<file path="config.mk">
export PLATFORM = sky130hd
export DESIGN_NAME = serial_addsub_ctrl_flat
export DESIGN_NICKNAME = d
export VERILOG_FILES = /design/src/rtl/serial_addsub_ctrl_if.sv /design/src/rtl/serial_addsub_ctrl.sv /design/src/flat_wrapper.sv
export SDC_FILE = /design/constraint.sdc
export NUM_CORES = 1
export LEC_CHECK = 0
export ABC_AREA = 1
export CORE_ASPECT_RATIO = 1.5
export CORE_UTILIZATION = 50
export CTS_BUF_LIST = sky130_fd_sc_hd__clkbuf_2
export CTS_CLUSTER_DIAMETER = 200
export CTS_CLUSTER_SIZE = 25
export DETAILED_ROUTE_END_ITERATION = 7
export GPL_TIMING_DRIVEN = 0
export HOLD_SLACK_MARGIN = 0.12
export PLACE_DENSITY_LB_ADDON = 0.05
export SYNTH_ARGS = -nofsm -noshare
export SYNTH_HDL_FRONTEND = slang
export SYNTH_SLANG_ARGS = --single-unit
</file>
<file path="constraint.sdc">
create_clock -name clk -period 1.7 [get_ports clk]
set_clock_uncertainty 0.05 [all_clocks]
set_input_delay 0.51 -clock clk [delete_from_list [all_inputs] [get_ports clk]]
set_output_delay 0.51 -clock clk [all_outputs]
set_load 0.03 [all_outputs]
</file>
<file path="src/rtl/serial_addsub_ctrl_if.sv">
// Handshake, operand/result bus and external conditional-inverter link for serial_addsub_ctrl.
// The master side is the requester that also hosts the inverter (O = Y xor Mode).
interface serial_addsub_ctrl_if #(parameter int N = 4);
    logic         start;
    logic         mode;
    logic [N-1:0] a;
    logic [N-1:0] b;
    logic         ci_mode;
    logic         ci_y;
    logic         ci_o;
    logic         busy;
    logic         done;
    logic [N-1:0] result;
    logic         cout;
    logic         ovf;

    modport master (
        output start, mode, a, b, ci_o,
        input  ci_mode, ci_y, busy, done, result, cout, ovf
    );

    modport slave (
        input  start, mode, a, b, ci_o,
        output ci_mode, ci_y, busy, done, result, cout, ovf
    );
endinterface

</file>
<file path="src/rtl/serial_addsub_ctrl.sv">
// Bit-serial N-bit add/subtract sequencer: streams B through an external inverter LSB first,
// does the full add internally and registers result, carry-out and signed overflow.
module serial_addsub_ctrl #(
    parameter int N = 4
) (
    input logic                 clk,
    input logic                 rst_n,
    serial_addsub_ctrl_if.slave bus
);
    localparam int CW = (N > 1) ? $clog2(N) : 1;

    typedef enum logic [1:0] {IDLE, RUN, DONE} state_t;

    state_t         r_state;
    state_t         w_nextState;
    logic [N-1:0]   r_aSh;
    logic [N-1:0]   r_bSh;
    logic [N-1:0]   r_sumSh;
    logic [N-1:0]   r_result;
    logic           r_mode;
    logic           r_carry;
    logic           r_cout;
    logic           r_ovf;
    logic [CW-1:0]  r_cnt;

    logic           w_capture;
    logic           w_lastBit;
    logic           w_sum;
    logic           w_carryNext;
    logic [N-1:0]   w_sumNext;

    // The inverter output is combinational, so this bit's sum and carry resolve in the same cycle.
    always_comb begin
        w_capture   = bus.start && ((r_state == IDLE) || (r_state == DONE));
        w_lastBit   = (r_cnt == CW'(N - 1));
        w_sum       = r_aSh[0] ^ bus.ci_o ^ r_carry;
        w_carryNext = (r_aSh[0] & bus.ci_o) | (r_aSh[0] & r_carry) | (bus.ci_o & r_carry);
        w_sumNext   = {w_sum, r_sumSh[N-1:1]};
    end

    always_ff @(posedge clk or negedge rst_n) begin
        if (!rst_n) begin
            r_aSh    <= '0;
            r_bSh    <= '0;
            r_sumSh  <= '0;
            r_result <= '0;
            r_mode   <= 1'b0;
            r_carry  <= 1'b0;
            r_cout   <= 1'b0;
            r_ovf    <= 1'b0;
            r_cnt    <= '0;
        end else if (w_capture) begin
            // Carry-in equals the mode bit: with B inverted this forms the +1 of two's complement.
            r_aSh   <= bus.a;
            r_bSh   <= bus.b;
            r_mode  <= bus.mode;
            r_carry <= bus.mode;
            r_sumSh <= '0;
            r_cnt   <= '0;
        end else if (r_state == RUN) begin
            r_carry <= w_carryNext;
            r_sumSh <= w_sumNext;
            r_aSh   <= {1'b0, r_aSh[N-1:1]};
            r_bSh   <= {1'b0, r_bSh[N-1:1]};
            r_cnt   <= r_cnt + CW'(1);
            if (w_lastBit) begin
                r_result <= w_sumNext;
                r_cout   <= w_carryNext;
                r_ovf    <= r_carry ^ w_carryNext;
            end
        end
    end

    always_ff @(posedge clk or negedge rst_n) begin
        if (!rst_n) begin
            r_state <= IDLE;
        end else begin
            r_state <= w_nextState;
        end
    end

    always_comb begin
        w_nextState = r_state;
        unique case (r_state)
            IDLE:    w_nextState = bus.start ? RUN : IDLE;
            RUN:     w_nextState = w_lastBit ? DONE : RUN;
            DONE:    w_nextState = bus.start ? RUN : IDLE;
            default: w_nextState = IDLE;
        endcase
    end

    always_comb begin
        bus.busy    = (r_state == RUN);
        bus.done    = (r_state == DONE);
        bus.ci_mode = (r_state == RUN) ? r_mode   : 1'b0;
        bus.ci_y    = (r_state == RUN) ? r_bSh[0] : 1'b0;
        bus.result  = r_result;
        bus.cout    = r_cout;
        bus.ovf     = r_ovf;
    end
endmodule

</file>
<file path="src/flat_wrapper.sv">
// flat-port wrapper written by rule: the top's interface ports become plain ports
module serial_addsub_ctrl_flat 
#(
    parameter int N = 4
)
  (clk, rst_n, bus_start, bus_mode, bus_a, bus_b, bus_ci_o, bus_ci_mode, bus_ci_y, bus_busy, bus_done, bus_result, bus_cout, bus_ovf);
  serial_addsub_ctrl_if #(.N(N)) bus_i ();
  input logic clk;
  input logic rst_n;
  input wire logic [$bits(bus_i.start)-1:0] bus_start;
  input wire logic [$bits(bus_i.mode)-1:0] bus_mode;
  input wire logic [$bits(bus_i.a)-1:0] bus_a;
  input wire logic [$bits(bus_i.b)-1:0] bus_b;
  input wire logic [$bits(bus_i.ci_o)-1:0] bus_ci_o;
  output wire logic [$bits(bus_i.ci_mode)-1:0] bus_ci_mode;
  output wire logic [$bits(bus_i.ci_y)-1:0] bus_ci_y;
  output wire logic [$bits(bus_i.busy)-1:0] bus_busy;
  output wire logic [$bits(bus_i.done)-1:0] bus_done;
  output wire logic [$bits(bus_i.result)-1:0] bus_result;
  output wire logic [$bits(bus_i.cout)-1:0] bus_cout;
  output wire logic [$bits(bus_i.ovf)-1:0] bus_ovf;
  assign bus_i.start = bus_start;
  assign bus_i.mode = bus_mode;
  assign bus_i.a = bus_a;
  assign bus_i.b = bus_b;
  assign bus_i.ci_o = bus_ci_o;
  assign bus_ci_mode = bus_i.ci_mode;
  assign bus_ci_y = bus_i.ci_y;
  assign bus_busy = bus_i.busy;
  assign bus_done = bus_i.done;
  assign bus_result = bus_i.result;
  assign bus_cout = bus_i.cout;
  assign bus_ovf = bus_i.ovf;
  serial_addsub_ctrl #(.N(N)) u_core (.clk(clk), .rst_n(rst_n), .bus(bus_i));
endmodule
</file>
==> impl_metrics.json <==
{
  "status": "finished with violations",
  "violations": "negative setup slack",
  "synth_top_area_share": 0.535,
  "drt_iter0_markers": 22,
  "max-cap-violations": 0,
  "worst_pin_slew_ns": 1.03,
  "num_rows": 20,
  "antenna_found_initial": 0,
  "diodes": 0,
  "die_height_um": 58.8,
  "fill_cells": 168,
  "synth.area.top_cells": "dfrtp_1 (53%), nand2_1 (17%), nand3_1 (8.8%)",
  "crit_buf_inv": 2,
  "rsz0062_at_grt": "yes",
  "period_minus_slack_ns": 1.81,
  "critPathMaxStageDelay_ns": 0.47,
  "finalHoldViolCount": 0,
  "path_cells": "buf_6 -> nor2_4 -> buf_6",
  "met2WireLength_um": 1140,
  "h-tree-depth": 1,
  "wirelength_um": 2160,
  "cts.path.max_buffers": 2,
  "multi_input_area_um2": 437,
  "cts.sink_count": 23,
  "critPathTopFamily": "flip-flops",
  "start_kind": "flip-flop",
  "wl_per_cell_um": 12.2,
  "powerDensity_mw_per_mm2": 1980,
  "max_freq_ghz": 0.554,
  "synth_area_mm2": 0.00108,
  "fin_nets": 171,
  "synth_top_cell_by_area": "dfrtp_1",
  "wl_met1_um": 908,
  "leakage_nw": 0.730,
  "dieArea_mm2": 0.00235,
  "seqCellArea_um2": 576,
  "drive_gt1_frac": 0.232,
  "slew_headroom": 0.310,
  "final-setup-viol-count": 4,
  "vias": 894,
  "cp_max_fo": 4,
  "first_pass_iters": 4,
  "critPathKind": "reg2out",
  "synth-seq-cells": 23,
  "grt_pass1_wl_um": 3340,
  "final_common_cell": "nand2_1",
  "dpl.hpwl_um": 1400,
  "cp.arrival_ns": 1.25,
  "clkLatencyLatePin_ns": 0.35,
  "grt-ovfl-total": 0,
  "hp-class": "reg2reg",
  "synth_cell_types": 15,
  "track_usage": 0.205,
  "synth_nets": 137,
  "path_clk_slew_ns": 0.21,
  "dr_wl_met3_um": 82,
  "grt_max_degree": 24,
  "period_share": 1.06,
  "finish.utilization": 0.693,
  "place_ws_ns": -0.398,
  "crit_required_ns": 1.14,
  "syn_inst": 122,
  "cts_tree": "yes",
  "drc": 0,
  "grt_pass1_vias": 817,
  "place_congestion": 0.717,
  "num_io_pins": 23,
  "postRouteAntennaNets": 0,
  "cts_inserted_buffers": 3,
  "syn2layout_area_growth_pct": 30.5,
  "cp_common_cell": "buf_6",
  "routed_via_density": 5.05,
  "avgSynthCellArea_um2": 8.82,
  "die-width_um": 39.9,
  "total_power_mw": 2.78,
  "crit_slowest_cell": "dfrtp_1",
  "hold_ws_ns": 0.447,
  "mostFrequentLayoutCells": "nand2_1 (48), dfrtp_1 (23), nand3_1 (19)",
  "vdd_drop_max_uv": 1020,
  "ys_seq_area_frac": 0.535,
  "start_util": 0.531,
  "top_layer_used": "met4",
  "fin_ws_ns": -0.105,
  "final_max_slew_viol_count": 0,
  "core-area_mm2": 0.00203,
  "endpoint_kind": "output port",
  "port_buffers": 22,
  "yosysWarnings": 0,
  "setup_tns_ns": -0.391,
  "clockRootBuffer": "clkbuf_2"
}
## worst register-to-register path: cells and delay by family (launching register included)
family	cells	cell delay (ns)
AND/OR/NAND/NOR	4	0.27
flip-flops	1	0.47
adder cells (fa/ha/maj)	1	0.46
## cells in the mapped netlist
cell / n
o21ai_0: 1
inv_2: 1
a21oi_2: 1
nor2_4: 3
dfrtp_1: 23
inv_4: 1
nand3_1: 19
o21ai_1: 3
inv_1: 8
nand2_1: 48
ha_1: 1
nand2_4: 2
nor2_1: 6
fa_1: 1
buf_6: 4
## area by class of cell
cell class / instances / area share
buffer: 2 / 0.0160
clock buffer: 4 / 0.0143
inverter: 10 / 0.0303
multi-input combinational: 85 / 0.311
sequential: 23 / 0.410
tap: 22 / 0.0196
timing repair buffer: 31 / 0.199
## logic make-up after synthesis
kind of cell,count (synthesis),synth area share
AO/OA/AOI/OAI,5,0.0267
flip-flops,23,0.535
buffers and inverters,14,0.0791
adder cells (fa/ha/maj),2,0.0302
AND/OR/NAND/NOR,78,0.329
## flip-flops by register name, summed over array words and instances (netlist names)
| register | flops |
|---|---|
| u_core.r_cnt | 2 |
| u_core.r_sumSh | 3 |
| u_core.r_carry | 1 |
| u_core.bus.cout | 1 |
| u_core.r_state | 2 |
| u_core.bus.ovf | 1 |
| u_core.r_bSh | 4 |
| u_core.r_mode | 1 |
| u_core.r_aSh | 4 |
| u_core.bus.result | 4 |
## stage by stage
stage	area, um^2	std cells
after global routing	1400	177
after detailed placement	1320	166
after floorplan	1080	122
after global placement	1320	166
after CTS	1400	174
final	1400	177
## per-layer routing
metal / vias to the layer above / global-route usage
met5: - / 0
met4: 0 / 0.0887
met3: 4 / 0.0226
met2: 25 / 0.353
met1: 420 / 0.243
li1: 445 / -
## worst paths after layout
| kind | from | endpoint | slack (ns) | depth (start not counted) |
|---|---|---|---|---|
| max in group asynchronous | rst_n | u_core.r_state[0] | 0.34 | 1 |
| min | u_core.r_sumSh[2] | u_core.bus.result[1] | 0.45 | 2 |
| max | u_core.r_state[1] | bus_busy | -0.11 | 3 |
| min reg2reg | u_core.r_sumSh[2] | u_core.bus.result[1] | 0.45 | 2 |
| min in group asynchronous | rst_n | u_core.bus.result[2] | 0.64 | 1 |
| max reg2reg | u_core.r_carry | u_core.bus.ovf | 0.38 | 5 |
## what timing repair did
action / CTS / global route
cloned: 0 / 0
endpoints found under the setup margin: 10 / 10
buffers inserted: 5 / 4
gates resized for setup: 38 / 15
pin swaps: 1 / 2
hold buffers: 0 / 0
## where the power goes
group	internal [mW]	leakage [nW]	switching (mW)	total [mW]
Combinational	0.671	0.425	0.923	1.59
Clock	0.0622	0.0166	0.170	0.233
Sequential	0.801	0.288	0.155	0.956
Total	1.53	0.730	1.25	2.78
Note: power is estimated with default switching activity, not from simulation.
